**src/rtl/wb_spi_slave_fifo_if.sv**
```systemverilog
// Wishbone bus bundle for wb_spi_slave_fifo: pipelined handshake, one request per cyc&stb cycle.
interface wb_spi_slave_fifo_if;
  logic        cyc;
  logic        stb;
  logic        we;
  logic [3:0]  adr;
  logic [31:0] data_m;
  logic [31:0] data_s;
  logic        ack;
  logic        err;
  logic        stall;

  modport master (output cyc, stb, we, adr, data_m, input data_s, ack, err, stall);
  modport slave  (input cyc, stb, we, adr, data_m, output data_s, ack, err, stall);
endinterface

```
**src/rtl/wb_spi_slave_fifo.sv**
```systemverilog
// SPI slave with RX/TX FIFOs and run-time mode select, controlled over Wishbone.
// SPI pins are synchronised into clk_i; sck must run at no more than a quarter of clk_i.
module wb_spi_slave_fifo #(
  parameter int unsigned DATA_W     = 8,
  parameter int unsigned FIFO_DEPTH = 8,
  parameter bit          CPOL_RST   = 1'b0,
  parameter bit          CPHA_RST   = 1'b0
) (
  input  logic               clk_i,
  input  logic               rst_ni,
  wb_spi_slave_fifo_if.slave wb,
  input  logic               sck_i,
  input  logic               cs_i,
  input  logic               mosi_i,
  output logic               miso_o,
  output logic               irq_o
);

  localparam int unsigned AW = $clog2(FIFO_DEPTH);
  localparam int unsigned PW = AW + 1;
  localparam int unsigned CW = $clog2(DATA_W + 1);

  localparam logic [1:0] ADR_DATA   = 2'd0;
  localparam logic [1:0] ADR_STATUS = 2'd1;
  localparam logic [1:0] ADR_CTRL   = 2'd2;
  localparam logic [1:0] ADR_IRQEN  = 2'd3;

  logic [1:0]        sck_q, cs_q, mosi_q;
  logic              sck_d, cs_d;
  logic              sck_s, cs_s, mosi_s;
  logic              cs_fall, cs_rise, lead, trail, sample_edge, shift_edge;
  logic              ctrl_cpol, ctrl_cpha, ctrl_lsb, ctrl_en;
  logic              act_cpol, act_cpha, act_lsb, xfer;
  logic [2:0]        irq_en;
  logic              rx_ovf, tx_unf, tx_ovf;
  logic [DATA_W-1:0] tx_sh, rx_sh;
  logic [CW-1:0]     bit_cnt;
  logic              done;
  logic [DATA_W-1:0] rx_mem [FIFO_DEPTH];
  logic [DATA_W-1:0] tx_mem [FIFO_DEPTH];
  logic [PW-1:0]     rx_wp, rx_rp, tx_wp, tx_rp, rx_cnt, tx_cnt;
  logic              rx_empty, rx_full, tx_empty, tx_full;
  logic              acc, wr, rd;
  logic [1:0]        sel;
  logic              rx_pop, rx_push, tx_push, tx_pop, word_done, word_start;
  logic              rx_ovf_set, tx_ovf_set, tx_unf_set, w1c;
  logic [31:0]       status, rdata;
  logic              unused_bits;

  assign sck_s  = sck_q[1];
  assign cs_s   = cs_q[1];
  assign mosi_s = mosi_q[1];

  // Edges of the effective clock (sck ^ cpol), using the mode latched at cs fall
  assign cs_fall     = cs_d & ~cs_s;
  assign cs_rise     = ~cs_d & cs_s;
  assign lead        = (sck_s ^ sck_d) & (sck_s ^ act_cpol);
  assign trail       = (sck_s ^ sck_d) & ~(sck_s ^ act_cpol);
  assign sample_edge = xfer & ~done & (act_cpha ? trail : lead);
  assign shift_edge  = xfer & (bit_cnt != '0) & (act_cpha ? lead : trail);

  assign rx_cnt   = rx_wp - rx_rp;
  assign tx_cnt   = tx_wp - tx_rp;
  assign rx_empty = (rx_cnt == '0);
  assign tx_empty = (tx_cnt == '0);
  assign rx_full  = (rx_cnt == PW'(FIFO_DEPTH));
  assign tx_full  = (tx_cnt == PW'(FIFO_DEPTH));

  assign acc = wb.cyc & wb.stb;
  assign sel = wb.adr[3:2];
  assign wr  = acc & wb.we;
  assign rd  = acc & ~wb.we;
  assign w1c = wr & (sel == ADR_STATUS);

  // A pop and push in the same cycle are both honoured even when the FIFO is full
  assign word_done  = xfer & done & ~cs_rise;
  assign word_start = (cs_fall & ctrl_en) | word_done;
  assign rx_pop     = rd & (sel == ADR_DATA) & ~rx_empty;
  assign tx_pop     = word_start & ~tx_empty;
  assign rx_push    = word_done & (~rx_full | rx_pop);
  assign tx_push    = wr & (sel == ADR_DATA) & (~tx_full | tx_pop);
  assign rx_ovf_set = word_done & ~rx_push;
  assign tx_ovf_set = wr & (sel == ADR_DATA) & ~tx_push;
  assign tx_unf_set = word_start & tx_empty;

  assign status = {8'd0, 8'(tx_cnt), 8'(rx_cnt), ~cs_s, tx_ovf, tx_unf, rx_ovf,
                   tx_full, tx_empty, rx_full, rx_empty};

  always_comb begin
    rdata = '0;
    case (sel)
      ADR_DATA:   rdata = rx_empty ? 32'd0 : 32'(rx_mem[rx_rp[AW-1:0]]);
      ADR_STATUS: rdata = status;
      ADR_CTRL:   rdata = {28'd0, ctrl_en, ctrl_lsb, ctrl_cpha, ctrl_cpol};
      ADR_IRQEN:  rdata = {29'd0, irq_en};
      default:    rdata = '0;
    endcase
  end

  assign wb.err      = 1'b0;
  assign wb.stall    = 1'b0;
  assign unused_bits = ^{wb.adr[1:0], wb.data_m};

  // FIFO storage needs no reset; pointers define validity
  always_ff @(posedge clk_i) begin
    if (rx_push) rx_mem[rx_wp[AW-1:0]] <= rx_sh;
    if (tx_push) tx_mem[tx_wp[AW-1:0]] <= wb.data_m[DATA_W-1:0];
  end

  always_ff @(posedge clk_i) begin
    if (!rst_ni) begin
      sck_q     <= '0;
      cs_q      <= '1;
      mosi_q    <= '0;
      sck_d     <= 1'b0;
      cs_d      <= 1'b1;
      ctrl_cpol <= CPOL_RST;
      ctrl_cpha <= CPHA_RST;
      ctrl_lsb  <= 1'b0;
      ctrl_en   <= 1'b0;
      act_cpol  <= CPOL_RST;
      act_cpha  <= CPHA_RST;
      act_lsb   <= 1'b0;
      xfer      <= 1'b0;
      irq_en    <= '0;
      rx_ovf    <= 1'b0;
      tx_unf    <= 1'b0;
      tx_ovf    <= 1'b0;
      tx_sh     <= '0;
      rx_sh     <= '0;
      bit_cnt   <= '0;
      done      <= 1'b0;
      rx_wp     <= '0;
      rx_rp     <= '0;
      tx_wp     <= '0;
      tx_rp     <= '0;
      wb.ack    <= 1'b0;
      wb.data_s <= '0;
      miso_o    <= 1'b0;
      irq_o     <= 1'b0;
    end else begin
      sck_q  <= {sck_q[0], sck_i};
      cs_q   <= {cs_q[0], cs_i};
      mosi_q <= {mosi_q[0], mosi_i};
      sck_d  <= sck_s;
      cs_d   <= cs_s;

      // Shift engine: cs rise aborts, word start reloads, otherwise sample/shift
      if (cs_rise) begin
        xfer    <= 1'b0;
        bit_cnt <= '0;
        done    <= 1'b0;
      end else if (word_start) begin
        if (cs_fall) begin
          xfer     <= 1'b1;
          act_cpol <= ctrl_cpol;
          act_cpha <= ctrl_cpha;
          act_lsb  <= ctrl_lsb;
        end
        tx_sh   <= tx_empty ? '0 : tx_mem[tx_rp[AW-1:0]];
        bit_cnt <= '0;
        done    <= 1'b0;
      end else begin
        if (sample_edge) begin
          rx_sh   <= act_lsb ? {mosi_s, rx_sh[DATA_W-1:1]} : {rx_sh[DATA_W-2:0], mosi_s};
          bit_cnt <= bit_cnt + CW'(1);
          if (bit_cnt == CW'(DATA_W - 1)) done <= 1'b1;
        end
        if (shift_edge) tx_sh <= act_lsb ? (tx_sh >> 1) : (tx_sh << 1);
      end

      rx_wp <= rx_wp + PW'(rx_push);
      rx_rp <= rx_rp + PW'(rx_pop);
      tx_wp <= tx_wp + PW'(tx_push);
      tx_rp <= tx_rp + PW'(tx_pop);

      if (wr && sel == ADR_CTRL) {ctrl_en, ctrl_lsb, ctrl_cpha, ctrl_cpol} <= wb.data_m[3:0];
      if (wr && sel == ADR_IRQEN) irq_en <= wb.data_m[2:0];

      // Sticky error flags: a new event wins over a same-cycle clear
      rx_ovf <= rx_ovf_set | (rx_ovf & ~(w1c & wb.data_m[4]));
      tx_unf <= tx_unf_set | (tx_unf & ~(w1c & wb.data_m[5]));
      tx_ovf <= tx_ovf_set | (tx_ovf & ~(w1c & wb.data_m[6]));

      wb.ack    <= acc;
      wb.data_s <= rd ? rdata : 32'd0;
      miso_o    <= (xfer & ~cs_rise) ? (act_lsb ? tx_sh[0] : tx_sh[DATA_W-1]) : 1'b0;
      irq_o     <= |(irq_en & {rx_ovf | tx_unf | tx_ovf, tx_empty, ~rx_empty});
    end
  end

endmodule
```
**src/flat_wrapper.sv**
```systemverilog
// flat-port wrapper written by rule: the top's interface ports become plain ports
module wb_spi_slave_fifo_flat 
#(
  parameter int unsigned DATA_W     = 8,
  parameter int unsigned FIFO_DEPTH = 8,
  parameter bit          CPOL_RST   = 1'b0,
  parameter bit          CPHA_RST   = 1'b0
)
  (clk_i, rst_ni, sck_i, cs_i, mosi_i, miso_o, irq_o, wb_cyc, wb_stb, wb_we, wb_adr, wb_data_m, wb_data_s, wb_ack, wb_err, wb_stall);
  wb_spi_slave_fifo_if wb_i ();
  input  logic clk_i;
  input  logic rst_ni;
  input  logic sck_i;
  input  logic cs_i;
  input  logic mosi_i;
  output logic miso_o;
  output logic irq_o;
  input wire logic [$bits(wb_i.cyc)-1:0] wb_cyc;
  input wire logic [$bits(wb_i.stb)-1:0] wb_stb;
  input wire logic [$bits(wb_i.we)-1:0] wb_we;
  input wire logic [$bits(wb_i.adr)-1:0] wb_adr;
  input wire logic [$bits(wb_i.data_m)-1:0] wb_data_m;
  output wire logic [$bits(wb_i.data_s)-1:0] wb_data_s;
  output wire logic [$bits(wb_i.ack)-1:0] wb_ack;
  output wire logic [$bits(wb_i.err)-1:0] wb_err;
  output wire logic [$bits(wb_i.stall)-1:0] wb_stall;
  assign wb_i.cyc = wb_cyc;
  assign wb_i.stb = wb_stb;
  assign wb_i.we = wb_we;
  assign wb_i.adr = wb_adr;
  assign wb_i.data_m = wb_data_m;
  assign wb_data_s = wb_i.data_s;
  assign wb_ack = wb_i.ack;
  assign wb_err = wb_i.err;
  assign wb_stall = wb_i.stall;
  wb_spi_slave_fifo #(.DATA_W(DATA_W), .FIFO_DEPTH(FIFO_DEPTH), .CPOL_RST(CPOL_RST), .CPHA_RST(CPHA_RST)) u_core (.clk_i(clk_i), .rst_ni(rst_ni), .wb(wb_i), .sck_i(sck_i), .cs_i(cs_i), .mosi_i(mosi_i), .miso_o(miso_o), .irq_o(irq_o));
endmodule
```
**config.mk**
```make
export PLATFORM = sky130hd
export DESIGN_NAME = wb_spi_slave_fifo_flat
export DESIGN_NICKNAME = d
export VERILOG_FILES = /design/src/rtl/wb_spi_slave_fifo_if.sv /design/src/rtl/wb_spi_slave_fifo.sv /design/src/flat_wrapper.sv
export SDC_FILE = /design/constraint.sdc
export NUM_CORES = 1
export LEC_CHECK = 0
export ABC_AREA = 1
export CORE_MARGIN = 4
export CORE_UTILIZATION = 50
export DETAILED_ROUTE_END_ITERATION = 10
export PLACE_DENSITY = 0.71
export SETUP_SLACK_MARGIN = 0.05
export SYNTH_ARGS = -nofsm -noshare
export SYNTH_HDL_FRONTEND = slang
export SYNTH_SLANG_ARGS = --single-unit
```
**constraint.sdc**
```tcl
create_clock -name clk_i -period 3 [get_ports clk_i]
set_input_delay 0.6 -clock clk_i [delete_from_list [all_inputs] [get_ports clk_i]]
set_output_delay 0.6 -clock clk_i [all_outputs]
set_load 0.05 [all_outputs]
```
## Word-level counts from Yosys, hierarchy flattened

Memories as Yosys holds them, arrays and structs flattened. A register that Yosys moved wholly into a read port is not among the register bits.
Cells that the tools add are included.

- Memories: 2
- Output and inout port bits: 37
- Word-level logic and storage cells: 136
- RAM bits: 128
- Input port bits: 44
- Register bits: 94

Memory list:

| name | words | bits a word | read ports | clocked after memory_dff | wr ports | line | RTL |
|---|---|---|---|---|---|---|---|
| u_core.rx_mem | 8 | 8 | 1 | 1 | 1 | wb_spi_slave_fifo.sv:39 | `logic [DATA_W-1:0] rx_mem [FIFO_DEPTH];` |
| u_core.tx_mem | 8 | 8 | 1 | 1 | 1 | wb_spi_slave_fifo.sv:40 | `logic [DATA_W-1:0] tx_mem [FIFO_DEPTH];` |

- Muxes and demuxes: 16
- Bitwise operators: 59
- Reduce and logical (&&, ||, !) cells: 17
- Equality and inequality tests: 6
- Add/subtract/negate cells: 7

Operators with widths:

| operator | count |
|---|---|
| case mux 32 bit (4 select lines) | 1 |
| 2-to-1 mux 8 bit | 6 |
| AND 1 bit | 31 |
| inverter 1 bit | 17 |
| adder 4 x 1 -> 4 bit | 4 |
| AND reduction 2 bit | 5 |
| == test 4 bit, second input constant | 2 |
| zero test 4 bit | 2 |
| OR 1 bit | 8 |
| subtractor 4 bit | 2 |
| 2-to-1 mux 1 bit | 7 |
| 2-to-1 mux 3 bit | 2 |
| AND reduction 3 bit | 2 |
| OR reduction 3 bit | 2 |
| adder 4 x 1 -> 4 bit, second input constant | 1 |
| == test 2 bit, second input constant | 2 |
| == test 4 x 3 -> 1 bit, second input constant | 1 |
| nonzero test 4 bit | 1 |
| AND 3 bit | 1 |
| == test 2 x 1 -> 1 bit, second input constant | 1 |
| logical AND 1 bit | 2 |
| zero test 2 bit | 1 |
| nonzero test 2 bit | 1 |
| OR reduction 2 bit | 1 |
| bitwise XOR 1 bit | 2 |

## Depth between registers and ports, before layout

- Depth after elaboration: 11
- Mapped depth: 15
- Gate-level depth less buffers: 14

## Least setup slack after synthesis

Ideal clock, no wire load.

- Kind: register to register
- Start: register u_core.tx_rp[1]
- End: memory u_core.tx_mem[6][0] (enable)
- Path slack: 0.316 ns
- Setup time: 0.383 ns
- Cell stages (with the launch flop): 10
- Data required time: 2.617 ns
- Clock period less this slack: 2.684 ns
- Data arrival time: 2.300 ns
- Path buffers: 2
- Cell sequence: dfxtp_1 > buf_2 > inv_2 > buf_2 > fa_1 > xor2_1 > nor2_1 > nand3_1 > nand2_1 > nor3_1

- Cells in the longest elaborated chain, start to end: 8
- Elaborated cells on any way between the ends: 10
- Those cells by class: 1 x add/sub; 1 x eq/ne; 2 x mux; 5 x bitwise; 1 x reduce/logical

Ends and longest elaborated chain:

| element | line | RTL |
|---|---|---|
| start, declared | wb_spi_slave_fifo.sv:41 | `logic [PW-1:0] rx_wp, rx_rp, tx_wp, tx_rp, rx_cnt, tx_cnt;` |
| start signal, assigned | wb_spi_slave_fifo.sv:175 | `tx_rp <= tx_rp + PW'(tx_pop);` |
| subtractor 4 bit (*) | wb_spi_slave_fifo.sv:63 | `assign tx_cnt = tx_wp - tx_rp;` |
| zero test 4 bit | wb_spi_slave_fifo.sv:65 | `assign tx_empty = (tx_cnt == '0);` |
| inverter 1 bit | wb_spi_slave_fifo.sv:79 | `assign tx_pop = word_start & ~tx_empty;` |
| AND 1 bit | wb_spi_slave_fifo.sv:79 |  |
| OR 1 bit (*) | wb_spi_slave_fifo.sv:81 | `assign tx_push = wr & (sel == ADR_DATA) & (~tx_full \| tx_pop);` |
| AND 1 bit (*) | wb_spi_slave_fifo.sv:81 |  |
| 2-to-1 mux 1 bit (*) | wb_spi_slave_fifo.sv:107 | `if (tx_push) tx_mem[tx_wp[AW-1:0]] <= wb.data_m[DATA_W-1:0];` |
| 2-to-1 mux 1 bit (not written as such) (*) | wb_spi_slave_fifo.sv:107 |  |
| end, declared | wb_spi_slave_fifo.sv:40 |  |

Mark *: on every way between the ends. The rest lies on a longest branch, timed or not.

## Final worst setup path

- Start: register u_core.rx_wp[0]
- End: register u_core.rx_rp[2]

- Cells in the longest elaborated chain, start to end: 5

Ends and longest elaborated chain:

| element | line | RTL |
|---|---|---|
| start, declared | wb_spi_slave_fifo.sv:41 |  |
| start signal, assigned | wb_spi_slave_fifo.sv:172 | `rx_wp <= rx_wp + PW'(rx_push);` |
| subtractor 4 bit | wb_spi_slave_fifo.sv:62 | `assign rx_cnt = rx_wp - rx_rp;` |
| zero test 4 bit | wb_spi_slave_fifo.sv:64 | `assign rx_empty = (rx_cnt == '0);` |
| inverter 1 bit | wb_spi_slave_fifo.sv:78 | `assign rx_pop = rd & (sel == ADR_DATA) & ~rx_empty;` |
| AND 1 bit | wb_spi_slave_fifo.sv:78 |  |
| adder 4 x 1 -> 4 bit | wb_spi_slave_fifo.sv:173 | `rx_rp <= rx_rp + PW'(rx_pop);` |
| end signal, assigned | wb_spi_slave_fifo.sv:173 |  |
| end, declared | wb_spi_slave_fifo.sv:41 |  |

No other way between the ends.
A chain may end at the register's enable or synchronous reset.

==> metrics <==
sequential fraction of the synthesis area 0.601; Max Root-Sink Buffers 3; Synth Area in XOR/XNOR 0.0136; Synth Register Bits between 200 and 250; fin. max-slew vios 0; largest family of logic cells by synthesized area simple AND/OR/NAND/NOR gates; CP startpoint u_core.rx_wp[0]$_SDFF_PN0_; maximum vdd ir drop about 0.47 mV; Post-Synth Adder-Cell Area 0.0267; max cap viols 0; Top FF cell, synth edfxtp_1; TritonCTS clock tree built; critical path, cell by cell inv_1 > ha_1 > fa_1 > xor2_1 > nand2_1 > nor2_4 > nand2_2 > nand3_1 > inv_1 > ha_1 > ha_1 > xnor2_1 > nor2_1; first-pass GRT wire length 31.7 mm; setup TNS 0 ps; syn_area_per_cell between 9 and 10 um2; Die X ~140 um; Max Clk Rate 370 MHz; Final Setup Violations 0; Worst-Skew Late Latency around 490 ps; GR Util met1 0.271; Switch Pwr about 1.2 mW; Starting Density 0.514; crit-path most repeated cell ha_1; WL final ~19 mm; HPWL Detailed around 13 mm; CP max stage cell dfxtp_1; CP max stage delay around 420 ps; n_diodes 0; Logic pwr share 0.029; Iteration-0 DRC Markers between 400 and 500; routability congestion estimate approximately 0.85; Clock Power Share 0.435; drt first pass iters 7; nets 1062; Filler cells ~1500; GRT met3 Usage 0.0282; Post-CTS Hold Buffers 0; share of post-route cells with drive strength above 1 0.100; sequential share of power 0.536; Hold Startpoint u_core.cs_q[0]$_SDFF_PN1_; vias 6433; Worst Skew 6.42 ps; met2 usage 0.322; RR Startpoint u_core.rx_wp[0]$_SDFF_PN0_; Tightest Pin Transition ~1000 ps; Worst Path Required 3350 ps; post-synthesis simple-gate area fraction 0.232; commonest non-fill, non-tap cell in the layout nand2_1; Post-synth EDFFs between 100 and 150; Critical Path AT ~3000 ps; die height 142 um; H-tree depth 1; Routed Antenna Nets 0; status finished, final reports clean; Tcrit/Tclk final 0.901; Slew Limit Headroom 0.323; Most Crowded Layer GR met2; Rows 48; clock root buffer clkbuf_16; Syn. warnings 0; synthesized cell area 8990 um2; vias in the first global route between 6000 and 7000; Avg WL per Cell 15.5 um; Area Growth Syn to Fin 14.4%; unique cell type count in the Yosys netlist 40; Global Route Usage Sum 0.195; area fraction in compound gates after synthesis 0.0529; IO Pins 81; Worst Hold Class reg2reg; GRT overflow 0; TritonCTS Buffers 22; post-layout minimum cycle time 2700 ps; FF/Latch Area 5410 um2; synthesized instance count about 940; leakage power total about 4.0 nW; ys async rst share 0; DRC viols 0; CP Buf/Inv Count 2; largest net degree at the start of global routing 46; initial antenna violation count 0; Fin Hold WS 411 ps; multi-input logic area between 3000 and 4000 um2; most frequent cells in the layout 238 x nand2_1, 128 x edfxtp_1, 107 x nor2_1, 91 x nand3_1, 77 x dfxtp_1; core footprint roughly 17000 um2; die area 20200 um2; Worst Setup End Kind flop; Fin. Hold Viols 0; kind of cell adding the most delay to the critical path adder cells; critical path type reg2reg; Worst Path Max Fanout 10; CP Launch Type flop; pwr dens 544 nW/um2; PortBufs 36; clock-pin slew on the worst setup and hold paths roughly 50 ps; Via density 5.18; Num Clock Sinks 206; share of synthesized area spent on multiplexers 0.00891; RSZ-0062 raised after global routing false; internal power around 4.4 mW; Sw Ratio 0.207
layer usage:
layer / routed length [um] / share of wire / vias up
li1: - / - / 3199
met1: 8760 / 0.45 / 3042
met2: 9200 / 0.48 / 156
met3: 943 / 0.049 / 36
met4: 363 / 0.019 / 0
met5: 0 / 0 / -
power by group through the flow:
stage / Clock, mW / Combinational (mW) / Sequential [mW]
floorplan: 0 / 0.118 / 3.07
global placement: 0 / 0.159 / 3.06
detailed placement: 0 / 0.160 / 3.06
CTS: 2.47 / 0.161 / 3.00
global route: 2.62 / 0.177 / 3.00
finish: 2.43 / 0.162 / 3.00
per-stage QoR:
step | utilization | power [mW] | cell area [um2] | instances | setup slack (ps)
after global placement | 0.550 | 3.22 | 9620 | 1201 | 271
after global routing | 0.589 | 5.79 | 10300 | 1241 | 60.1
final | 0.589 | 5.60 | 10300 | 1241 | 298
after detailed placement | 0.550 | 3.22 | 9620 | 1201 | 236
after floorplan | - | 3.18 | 9050 | 961 | 316
after CTS | 0.588 | 5.64 | 10300 | 1241 | 209
what timing repair did:
action / 4_1_cts / 5_1_grt
setup endpoints to repair: 0 / 8
resized for setup: 0 / 4
buffers inserted: 0 / 0
layout make-up:
cell class                 instances  share of cell area
sequential                       206               0.526
multi-input combinational        628               0.299
clock buffer                      29              0.0581
timing repair buffer              66              0.0564
inverter                          76              0.0277
tap                              225              0.0274
clock inverter                    11             0.00559
path summary, 6_finish.rpt:
| check | endpoint | slack, ps | cells after the start |
|---|---|---|---|
| worst min-delay path | u_core.cs_q[1]$_SDFF_PN1_ | 410 | 1 |
| worst min register to register | u_core.cs_q[1]$_SDFF_PN1_ | 410 | 1 |
| worst max register to register | u_core.rx_rp[2]$_SDFF_PN0_ | 300 | 13 |
| worst max-delay path | u_core.rx_rp[2]$_SDFF_PN0_ | 300 | 13 |
cell usage after synthesis, types with 2 or more instances:
library cell,n,area share
nor2_2,18,0.013
a21oi_1,22,0.012
o21ai_0,36,0.020
edfxtp_1,128,0.43
buf_2,17,0.0095
buf_1,4,0.0017
xor2_1,8,0.0078
mux2i_1,8,0.0089
clkinv_1,2,0.00084
xnor2_1,6,0.0058
or2_2,3,0.0021
clkbuf_1,11,0.0046
nor3_1,10,0.0056
nand2_1,239,0.10
ha_1,16,0.022
o221ai_1,3,0.0029
inv_1,72,0.030
o211ai_1,9,0.0075
nor2_1,108,0.045
buf_4,18,0.015
nand4_1,4,0.0028
a31oi_1,4,0.0028
dfxtp_1,78,0.17
inv_2,2,0.00084
nand3_1,91,0.051
fa_1,2,0.0045
o21a_1,2,0.0017
nand2_2,11,0.0077
kinds of logic (layout without fill, tap and decap cells):
group	Yosys count	count (layout)
other	1	18
muxes	8	8
and+or+nand+nor	488	488
DFF	206	206
buffers and inverters	127	182
xor gates and xnor gates	14	14
adders and majority gates	18	18
AOI/OAI and AO/OA	82	82
state kept, by name, indices dropped and copies added, names as in the netlist, 2 cells and up:
| register | count |
|---|---|
| u_core.cs_q | 2 |
| u_core.sck_q | 2 |
| u_core.rx_wp | 4 |
| u_core.tx_sh | 8 |
| u_core.rx_sh | 8 |
| u_core.tx_rp | 4 |
| u_core.irq_en | 3 |
| u_core.rx_rp | 4 |
| u_core.wb.data_s | 16 |
| u_core.tx_wp | 4 |
| u_core.tx_mem | 64 |
| u_core.rx_mem | 64 |
| u_core.bit_cnt | 4 |
| u_core.mosi_q | 2 |
Note: power is estimated with default switching activity, not from simulation.
